$ cat src/rtl/ysyx_22041211_mem_arb.sv
// ysyx_22041211_mem_arb: IFU/LSU arbiter onto one valid/ready memory port with a response watchdog.
// Define YSYX_22041211_ARB_RR_EN for round-robin grant on contention; otherwise the LSU has fixed priority.
module ysyx_22041211_mem_arb #(
    parameter int ADDR_LEN = 32,
    parameter int DATA_LEN = 32,
    parameter int TIMEOUT  = 255
) (
    input  logic                clk,
    input  logic                rst,
    input  logic                ifu_req_valid,
    output logic                ifu_req_ready,
    input  logic [ADDR_LEN-1:0] ifu_addr,
    output logic                ifu_resp_valid,
    output logic [DATA_LEN-1:0] ifu_rdata,
    input  logic                lsu_req_valid,
    output logic                lsu_req_ready,
    input  logic [ADDR_LEN-1:0] lsu_addr,
    input  logic                lsu_wen,
    input  logic [DATA_LEN-1:0] lsu_wdata,
    input  logic [3:0]          lsu_wmask,
    output logic                lsu_resp_valid,
    output logic [DATA_LEN-1:0] lsu_rdata,
    output logic                mem_req_valid,
    input  logic                mem_req_ready,
    output logic [ADDR_LEN-1:0] mem_addr,
    output logic                mem_wen,
    output logic [DATA_LEN-1:0] mem_wdata,
    output logic [3:0]          mem_wmask,
    input  logic                mem_resp_valid,
    input  logic [DATA_LEN-1:0] mem_rdata,
    output logic                owner,
    output logic                timeout_err
);
    typedef enum logic [1:0] {IDLE, ISSUE, WAIT} state_t;
    state_t     state, state_nxt;
    logic [7:0] cnt;
    logic       pick_lsu, grant_lsu, grant_ifu, expire, done;
    always_comb begin
`ifdef YSYX_22041211_ARB_RR_EN
        pick_lsu = ~owner;
`else
        pick_lsu = 1'b1;
`endif
        grant_lsu      = lsu_req_valid & (~ifu_req_valid | pick_lsu);
        grant_ifu      = ifu_req_valid & ~grant_lsu;
        ifu_req_ready  = rst & (state == IDLE) & grant_ifu;
        lsu_req_ready  = rst & (state == IDLE) & grant_lsu;
        mem_req_valid  = state == ISSUE;
        expire         = (state == WAIT) & (cnt == 8'(TIMEOUT));
        done           = (state == WAIT) & (mem_resp_valid | expire);
        ifu_resp_valid = done & ~owner;
        lsu_resp_valid = done & owner;
        // a forced completion returns zero data; real data wins on the expiry cycle
        ifu_rdata      = (ifu_resp_valid & mem_resp_valid) ? mem_rdata : '0;
        lsu_rdata      = (lsu_resp_valid & mem_resp_valid) ? mem_rdata : '0;
        state_nxt      = (state == IDLE)  ? ((ifu_req_ready | lsu_req_ready) ? ISSUE : IDLE) :
                         (state == ISSUE) ? (mem_req_ready ? WAIT : ISSUE) :
                         (state == WAIT)  ? (done ? IDLE : WAIT) : IDLE;
    end
    always_ff @(posedge clk or negedge rst) begin
        if (!rst) begin
            state       <= IDLE;
            owner       <= 1'b0;
            timeout_err <= 1'b0;
            cnt         <= '0;
            mem_addr    <= '0;
            mem_wen     <= 1'b0;
            mem_wdata   <= '0;
            mem_wmask   <= '0;
        end else begin
            state <= state_nxt;
            if (ifu_req_ready | lsu_req_ready) begin
                owner     <= lsu_req_ready;
                mem_addr  <= lsu_req_ready ? lsu_addr : ifu_addr;
                mem_wen   <= lsu_req_ready & lsu_wen;
                mem_wdata <= lsu_req_ready ? lsu_wdata : '0;
                mem_wmask <= lsu_req_ready ? lsu_wmask : 4'h0;
            end
            if ((state == ISSUE) & mem_req_ready)
                cnt <= '0;
            else if ((state == WAIT) & ~done)
                cnt <= cnt + 8'd1;
            if (expire & ~mem_resp_valid)
                timeout_err <= 1'b1;
        end
    end
endmodule

$ cat config.mk
export PLATFORM = sky130hd
export DESIGN_NAME = ysyx_22041211_mem_arb
export DESIGN_NICKNAME = d
export VERILOG_FILES = /design/src/rtl/ysyx_22041211_mem_arb.sv
export SDC_FILE = /design/constraint.sdc
export NUM_CORES = 1
export LEC_CHECK = 0
export BUFFER_PORTS_ARGS = -buffer_cell sky130_fd_sc_hd__buf_2
export CAP_MARGIN = 20
export CORE_AREA = 2 2 109 111
export CTS_CLUSTER_SIZE = 30
export DETAILED_ROUTE_END_ITERATION = 8
export DIE_AREA = 0 0 111 113
export PLACE_DENSITY = 0.77
export SYNTH_ARGS = -nofsm -noshare
export SYNTH_HDL_FRONTEND = slang
export SYNTH_SLANG_ARGS = --single-unit
$ cat constraint.sdc
create_clock -name clk -period 3.5 [get_ports clk]
set_clock_uncertainty 0.05 [all_clocks]
set_input_delay 0.35 -clock clk [delete_from_list [all_inputs] [get_ports clk]]
set_output_delay 0.35 -clock clk [all_outputs]
set_load 0.05 [all_outputs]
## After elaboration in Yosys (flattened, before gate mapping)

Index checks and enable logic that the tools add are counted.

| storage, ports and cells | value |
|---|---|
| flip-flop bits (word level) | 81 |
| input bits | 139 |
| output and inout port bits | 140 |

| cells by class | value |
|---|---|
| add/subtract/negate cells | 1 |
| eq/ne operators | 3 |
| multiplexer cells | 13 |
| bitwise logic cells | 20 |
| reduce and logical (&&, ||, !) cells | 2 |

Operator list:

| operator | number |
|---|---|
| two-way mux 32 bit | 4 |
| two-way mux 8 bit | 2 |
| AND 1 bit | 14 |
| two-way mux 2 bit | 5 |
| adder 8 x 1 -> 8 bit, second input constant | 1 |
| == test 8 bit, second input constant | 1 |
| two-way mux 4 bit | 1 |
| NOT 1 bit | 4 |
| == test 2 x 1 -> 1 bit, second input constant | 1 |
| == test 2 bit, second input constant | 1 |
| zero test 2 bit | 1 |
| bitwise OR 1 bit | 2 |
| nonzero test 2 bit | 1 |
| two-way mux 1 bit | 1 |

## Logic depth before layout (Yosys ltp)

Gate-level depths: netlist of the first run.

| logic depth | value |
|---|---|
| depth after elaboration | 8 |
| depth in mapped cells | 6 |
| depth with buffers taken out | 5 |

## Worst setup path before layout of the first run

Ideal clock, no wire load.

| timing | value |
|---|---|
| path type | flip-flop to output port |
| start | reg state[0] |
| end | out ifu_req_ready |
| data arrival time | 1.735 ns |
| data required time | 3.100 ns |
| setup slack | 1.365 ns |
| cell stages (with the launch flop) | 5 |
| path buffers | 2 |
| path through | dfrtp_1 -> and4bb_1 -> buf_4 -> buf_4 -> nor2b_1 |

| on the way | value |
|---|---|
| word-level cells in the longest chain between the ends | 3 |

RTL lines:

| element | RTL line | text |
|---|---|---|
| start, declared | 35 | `state_t state, state_nxt;` |
| start signal, assigned | 71 | `state <= state_nxt;` |
| zero test 2 bit | 46 | `ifu_req_ready = rst & (state == IDLE) & grant_ifu;` |
| AND 1 bit (2 in a row) | 46 |  |
| end, declared | 11 | `output logic ifu_req_ready,` |

Every way passes these cells.

## Worst setup path after layout of the first run

| timing | value |
|---|---|
| start | in rst |
| end | out lsu_req_ready |

| on the way | value |
|---|---|
| word-level cells in the longest chain between the ends | 2 |

RTL lines:

| element | RTL line | text |
|---|---|---|
| start, declared | 9 | `input logic rst,` |
| AND 1 bit (2 in a row) | 47 | `lsu_req_ready = rst & (state == IDLE) & grant_lsu;` |
| end, declared | 16 | `output logic lsu_req_ready,` |

Every way passes these cells.

==> impl_metrics.ini, run 1 <==
[place]
io_buffers = 278
dp.cells = 758
dpl.hpwl_mm = 10.0
dp_slack_ns = 1.34
globalplace.congestion = 0.973

[synthesis]
ys_warn_count = 0
ys_types = 34
post-synth-top-area-cell = dfrtp_1
syn_avg_cell_area_um2 = 10.8
yosysTopAreaCellShare = 0.525
synthTopCellsByArea = dfrtp_1 53%, and2_1 10%, mux2i_1 8.6%
seq_area_frac_synth = 0.525
syn_area_um2 = 3860
syn_nets = 497
synthCells = 357
ys_ff_latch = 81

[worst_setup_path]
r2r_slack_ns = 1.50
critical_path_required_ns = 3.10
path_class = in2out
r2r-start = cnt[0]
path_max_fanout = 57
worstPathArrival_ns = 2.19
reg2reg_depth = 5
startpoint_type = input pin
worst_setup_path_end_kind = output pin
r2r-end = cnt[7]

[clock_network]
cts_setup_buffers = 0
cts.sinks = 81
cts.clk_slew.worst_paths_ns = 0.06
cts_buffers = 9
cts_tree = built
clk_path_buf_depth = 2
cts_root_buf = clkbuf_16
h-tree-depth = 3
clock_latency_ns = 0.32

[pwr]
peakVddDrop_mv = 0.579
power_density_nw_per_um2 = 958
p_leak_nw = 3.08

[timing]
fin_crit_sh = 0.741
fin_ws_ns = 0.908
setup_viol = 0
drv_slew = 0
fmax_ghz = 0.386
tns_ns = 0
finalHoldWorstSlack_ns = 0.177
tightestPinTransition_ns = 0.803
finalCriticalPeriod_ns = 2.59
rsz0062_at_grt = false
hold_viol = 0
slew_headroom = 0.465

[layout]
layout-drive-gt1-share = 0.484
fin_cells = 778
syn2layout_area_growth_pct = 45.4
num-fill-cells = 1046
final_util = 0.498
finalNetCount = 767

[route]
first_pass_iters = 4
vias = 3760
ant_nets = 0
post_drt_wl_per_cell_um = 15.9
avgViaCountPerCell = 4.83
routed_wl_mm = 12.4
route.detailed.drc = 0
drt-initial-drc-count = 111

[grt]
grt_max_degree = 58
antenna_found_initial = 3
grt_pass1_wl_mm = 19.1
grt-ovfl-total = 0
grt_pass1_vias = 3780
grt_use_total = 0.193

[die]
start_util = 0.342
core-area_um2 = 11300
rows = 39
die_x_um = 111
io_pins = 279
die-area_um2 = 12500
die_y_um = 113

[worst_hold_path]
min_from = lsu_addr[1]
hold_end = mem_addr[1]
whs_path_depth = 3
min_path_type = in2reg

[job]
maxCapViolations = 0

[run_status]
status = finished clean
report_power, final:
group | switching, mW | total, mW | internal (mW) | leakage (nW)
Clock | 0.362 | 0.843 | 0.481 | 0.125
Sequential | 0.245 | 1.58 | 1.34 | 1.03
Combinational | 2.22 | 2.95 | 0.729 | 1.93
Total | 2.83 | 5.37 | 2.55 | 3.08
placed cells by master, fill, tap and decap left out, types with 7 or more instances in the layout:
| cell | instances |
|---|---|
| a22o_1 | 37 |
| and2_1 | 64 |
| buf_2 | 277 |
| buf_4 | 7 |
| clkbuf_16 | 9 |
| dfrtp_1 | 81 |
| mux2i_1 | 33 |
| nand2_1 | 37 |
| nand3_1 | 7 |
| o21ai_0 | 9 |
| o21ai_1 | 28 |
cells in the mapped netlist (all sizes together):
cell,number
clkbuf,9
o31ai,1
or3,3
dfrtp,81
a31o,1
and2b,1
o21ai,38
and4bb,2
nand3,8
nor3b,1
mux2,1
o21bai,1
a21oi,2
inv,2
and4,1
nor3,1
nand2,37
o211ai,3
a22o,37
nor2,4
buf,17
mux2i,33
ha,1
and2,64
nor2b,2
nand4,2
and3,2
a21o,2
worst max-delay path by stage:
stage | start | end | slack (ns) | cells past startpoint
finish | rst | lsu_req_ready | 0.91 | 5
global route | rst | lsu_req_ready | 0.79 | 5
CTS | rst | lsu_req_ready | 0.90 | 5
detailed placement | state[0] | lsu_rdata[17] | 1.34 | 4
global placement | state[0] | ifu_rdata[22] | 1.40 | 4
floorplan | state[0] | ifu_req_ready | 1.36 | 4
cell type report:
cell class	instances	area [µm²]	area share
flip-flops and latches	81	2030	0.361
multi-input cells	248	1670	0.297
repair buffers	285	1450	0.258
clock buffers	10	229	0.0408
well taps	143	179	0.0319
clock inverters	6	45.0	0.00803
inverters	2	7.51	0.00134
diodes	3	7.51	0.00134
state kept, by name (all words and copies together) (netlist names):
| signal | count |
|---|---|
| mem_addr | 32 |
| timeout_err | 1 |
| mem_wmask | 4 |
| owner | 1 |
| state | 2 |
| mem_wen | 1 |
| cnt | 8 |
| mem_wdata | 32 |
through the flow:
step                power (mW)  area, µm²
floorplan                 3.83       3860
CTS                       5.43       5600
detailed placement        4.56       5320
global placement          4.51       5320
global route              5.65       5610
finish                    5.37       5610
routing by layer:
layer  wire length [µm]  vias to the layer above  GRT usage
met5                  0                        -          0
met3               1000                       19     0.0482
met1               4650                     1756      0.225
met2               6390                      195      0.337
met4                327                        0     0.0900
li1                   -                     1790          -
timing repair:
action	CTS	global route
hold buffers	1	0
endpoints found under the hold margin	9	0
gates resized for setup	0	0
endpoints found under the setup margin	0	0
critical path, cell delays in order:
cell and delay [ns]:
dlygate4sd3_1 0.54, buf_4 0.21, and4bb_4 0.27, buf_4 0.44, buf_2 0.36
logic make-up after synthesis:
| kind of cell | Yosys count | share of synthesized area |
|---|---|---|
| multiplexers | 34 | 0.0895 |
| AND/OR/NAND/NOR | 128 | 0.186 |
| adder cells (fa/ha/maj) | 1 | 0.00324 |
| flip-flops | 81 | 0.525 |
| AO/OA/AOI/OAI | 85 | 0.153 |
| buffers and inverters | 28 | 0.0438 |
Note: power is estimated with default switching activity, not from simulation.
==> inputs of run 2 (changes only) <==
Settings changed: CORE_AREA 2 2 109 111 to 2 2 110 112, DIE_AREA 0 0 111 113 to 0 0 112 114, PLACE_DENSITY 0.77 to 0.76.
Clock period 3.5 ns to 2.7 ns, I/O delays scaled along.
==> run 2 against run 1 <==
Critical path depth down 1. Clock power up 51%. Final cell count up 0.51%. Critical endpoint is now ifu_rdata[1]. Hold slack worse by 0.084 ns. Critical path type is now reg2out.
==> impl_metrics.ini, run 2 (synthesis gave the netlist of run 1 again) <==
[worst_setup_path]
startpoint_type = flip-flop
slowest_delay_ns = 0.68
path_class = reg2out
path_max_fanout = 32
cp_cell_sequence = nor2b_1 -> and3_1 -> and2_1 -> buf_2
crit_slowest_cell = and3_1
critical_path_required_ns = 2.38
reg2reg_depth = 4
worstPathArrival_ns = 2.12
worst_setup_path_end_kind = output pin

[route]
ant_nets = 0
avgViaCountPerCell = 4.81
post_drt_wl_per_cell_um = 15.4
vias = 3759
route.detailed.drc = 0
routed_wl_mm = 12.1
drt-initial-drc-count = 101
first_pass_iters = 4

[layout]
mostFrequentLayoutCells = 277 x buf_2, 81 x dfrtp_1, 64 x and2_1
final_common_cell = buf_2
syn2layout_area_growth_pct = 46.8
top_regs = mem_addr (32), mem_wdata (32), cnt (8)
finalNetCount = 767
fin_cells = 782
layout-drive-gt1-share = 0.484

[die]
core-area_um2 = 11700
start_util = 0.330
die_y_um = 114
die_x_um = 112
rows = 40
die-area_um2 = 12800
io_pins = 279

[clock_network]
cts_tree = built
clock_latency_ns = 0.33
cts.sinks = 81
clk_path_buf_depth = 2
cts_root_buf = clkbuf_16
cts.clk_slew.worst_paths_ns = 0.06
cts_buffers = 9
h-tree-depth = 3

[timing]
fmax_ghz = 0.410
drv_slew = 0
fin_crit_sh = 0.903
setup_viol = 0
tns_ns = 0
rsz0062_at_grt = false
tightestPinTransition_ns = 0.951
finalCriticalPeriod_ns = 2.44
slew_headroom = 0.366
hold_viol = 0

[job]
maxCapViolations = 0

[grt]
grt_pass1_wl_mm = 18.5
antenna_found_initial = 4
grt-ovfl-total = 0
grt_max_degree = 78
grt_use_total = 0.184
grt_pass1_vias = 3578

[place]
dpl.hpwl_mm = 9.64
dp.cells = 762
globalplace.congestion = 0.969
io_buffers = 278

[pwr]
p_leak_nw = 3.12
power_density_nw_per_um2 = 1270
peakVddDrop_mv = 0.688

[worst_hold_path]
whs_path_depth = 3
min_path_type = in2reg

[run_status]
status = finished clean
run 2: layout make-up:
type / instances / area (µm²)
diodes: 3 / 7.51
clock buffers: 10 / 229
clock inverters: 6 / 82.6
fillers: 1083 / 6040
inverters: 2 / 7.51
multi-input cells: 248 / 1670
flip-flops and latches: 81 / 2030
well taps: 147 / 184
repair buffers: 285 / 1460
run 2: worst paths after layout:
check	endpoint	start	slack (ns)
max in group asynchronous	mem_addr[27]	rst	1.18
setup reg to reg	mem_addr[6]	state[0]	0.81
hold / removal	mem_addr[26]	lsu_addr[26]	0.09
hold reg to reg	timeout_err	timeout_err	0.40
setup / recovery	ifu_rdata[1]	state[0]	0.26
min in group asynchronous	cnt[4]	rst	0.29
run 2: layer usage:
metal	routed length, µm	up-vias	track usage
met3	998	25	0.0484
met2	5990	190	0.313
met4	454	0	0.0976
li1	-	1786	-
met1	4620	1758	0.215
met5	0	-	0
run 2: repair_timing:
item                                   4_1_cts  5_1_grt
hold buffers                                 1        0
resized for setup                            0        0
endpoints found under the hold margin        4        0
setup buffers                                0        0
run 2: power breakdown:
part | total (mW) | switching [mW] | internal, mW
clock | 1.27 | 0.469 | 0.805
sequential | 2.06 | 0.323 | 1.73
combinational | 3.84 | 2.88 | 0.960
run 2: through the flow:
stage / hold WS, ns / cell area [µm²] / total power [mW] / worst slack [ns] / util
floorplan: -0.0756 / 3860 / 4.96 / 0.645 / -
global placement: 0.0364 / 5340 / 5.86 / 0.741 / 0.456
detailed placement: 0.0405 / 5340 / 5.93 / 0.620 / 0.456
CTS: 0.0817 / 5660 / 7.23 / 0.259 / 0.483
global route: 0.0943 / 5670 / 7.52 / 0.0773 / 0.484
finish: 0.0928 / 5670 / 7.17 / 0.263 / 0.484
run 2: critical path: cells and delay by family, from the launching register on:
family | cells | cell delay, ns
buf+inv | 1 | 0.27
flops | 1 | 0.42
simple gates | 3 | 1.10
==> inputs of run 3 (changes only) <==
Settings changed: CELL_PAD_IN_SITES_DETAIL_PLACEMENT set to 0, CELL_PAD_IN_SITES_GLOBAL_PLACEMENT set to 1, CORE_AREA 2 2 110 112 to not set, CORE_ASPECT_RATIO set to 0.75, CORE_MARGIN set to 2, CORE_UTILIZATION set to 29, DIE_AREA 0 0 112 114 to not set, GPL_TIMING_DRIVEN set to 0, PLACE_DENSITY 0.76 to 0.89.
==> run 3 against run 2 <==
Sequential share of layout area decreased by 1.4 points. Global-route usage fell by 0.14 points. Die area grew 12%. Via count is 1.9% higher. Final cell count rose by 6.0%. Clock-buffer cell count down 1. Combinational power up 2%. Power up 1.1%. Maximum frequency decreased by 2.7%. Sequential power about the same. Register-to-register slack gained 0.06 ns.
==> impl_metrics.ini, run 3 (synthesis gave the netlist of run 1 again) <==
[timing]
hold_viol = 0
finalCriticalPeriod_ns = 2.51
tightestPinTransition_ns = 0.483
fmax_ghz = 0.399
setup_viol = 0
tns_ns = 0
drv_slew = 0
fin_crit_sh = 0.928
rsz0062_at_grt = false
slew_headroom = 0.678

[die]
die-area_um2 = 14300
start_util = 0.298
io_pins = 279
die_x_um = 137
core-area_um2 = 13000
rows = 36
die_y_um = 104

[route]
avgViaCountPerCell = 4.62
post_drt_wl_per_cell_um = 16.0
first_pass_iters = 4
drt-initial-drc-count = 117
vias = 3832
routed_wl_mm = 13.3
ant_nets = 0
route.detailed.drc = 0

[clock_network]
clk_path_buf_depth = 2
cts.sinks = 81
cts_buffers = 9
cts.clk_slew.worst_paths_ns = 0.07
cts_setup_buffers = 0
cts_tree = built
h-tree-depth = 3
cts_root_buf = clkbuf_16
clock_latency_ns = 0.33

[run_status]
status = finished clean

[grt]
use_met2 = 0.336
grt_pass1_wl_mm = 20.3
grt_busiest_layer = met2
grt-ovfl-total = 0
met1_usage = 0.212
grt_max_degree = 54
grt_pass1_vias = 3945
grt_use_total = 0.183
use_met3 = 0.0429
antenna_found_initial = 2

[worst_setup_path]
startpoint_type = flip-flop
worstPathArrival_ns = 2.19
path_max_fanout = 10
worst_setup_path_end_kind = output pin
critical_path_required_ns = 2.38
reg2reg_depth = 5
path_class = reg2out

[place]
io_buffers = 278
placed_area_um2 = 5500
dpl.hpwl_mm = 10.6
globalplace.congestion = 0.856

[worst_hold_path]
min_path_type = in2reg
whs_path_depth = 2

[layout]
mostFrequentLayoutCells = 286 x buf_2, 81 x dfrtp_1, 64 x and2_1
top_regs = mem_addr (32), mem_wdata (32), cnt (8)
finalNetCount = 792
fin_area_um2 = 5900
syn2layout_area_growth_pct = 52.8
final_util = 0.455
num-fill-cells = 1267
final_common_cell = buf_2
layout-drive-gt1-share = 0.487

[job]
maxCapViolations = 0

[pwr]
peakVddDrop_mv = 0.869
power_density_nw_per_um2 = 1230
p_leak_nw = 3.23
run 3: cell count changes in the layout (fill, tap and decap cells not counted), moves of 2 or more:
cell,previous run,this run
clkbuf_1,1,9
buf_4,6,2
and4bb_1,0,2
clkinv_2,3,1
diode_2,3,1
buf_2,277,286
buf_6,0,7
inv_6,0,2
inv_8,0,2
buf_16,0,2
run 3: critical path, cell delays in order, from the launching register on:
cell and delay, ns:
dfrtp_1 0.43, and4bb_1 0.48, buf_2 0.33, buf_2 0.30
buf_2 0.31
run 3: through the flow:
| stage | worst slack, ns | hold slack [ns] | power (mW) | instances |
|---|---|---|---|---|
| floorplan | 0.645 | -0.0756 | 4.96 | 357 |
| global placement | -0.830 | 0.395 | 5.93 | 806 |
| detailed placement | -0.0740 | 0.195 | 6.00 | 807 |
| CTS | 0.157 | 0.0763 | 7.33 | 828 |
| global route | 0.0468 | 0.0852 | 7.62 | 829 |
| finish | 0.194 | 0.0869 | 7.25 | 829 |
run 3: area by class of cell:
| class | count | area, µm² | area share |
|---|---|---|---|
| plain buffers | 26 | 161 | 0.0274 |
| inverters | 2 | 7.51 | 0.00127 |
| well taps | 171 | 214 | 0.0363 |
| flip-flops and latches | 81 | 2030 | 0.344 |
| multi-input cells | 248 | 1660 | 0.282 |
| clock buffers | 9 | 225 | 0.0382 |
| repair buffers | 284 | 1510 | 0.257 |
| clock inverters | 7 | 82.6 | 0.0140 |
| diodes | 1 | 2.50 | 0.000424 |
run 3: final timing paths:
kind | start | endpoint | slack [ns]
worst min-delay path | mem_req_ready | cnt[1] | 0.09
max in group asynchronous | rst | mem_addr[1] | 1.72
worst min register to register | timeout_err | timeout_err | 0.41
worst max register to register | state[0] | mem_addr[25] | 0.87
min in group asynchronous | rst | mem_addr[8] | 0.52
worst max-delay path | state[0] | lsu_req_ready | 0.19
run 3: power by group:
part	leakage [nW]	total [mW]	internal (mW)	switching (mW)
Combinational	2.05	3.93	1.02	2.91
Sequential	1.03	2.05	1.73	0.315
Clock	0.150	1.28	0.735	0.543
run 3: what timing repair did:
item,in CTS,in global routing
hold endpoints to repair,28,0
hold buffers,5,0
setup endpoints to repair,1,0
gates resized for setup,1,0
run 3: routing by layer:
layer / vias to the layer above / share of wire / wire length (µm)
met2: 157 / 0.52 / 6890
met1: 1826 / 0.40 / 5260
met3: 10 / 0.071 / 945
met5: - / 0.00098 / 13
met4: 2 / 0.013 / 179
li1: 1837 / - / -
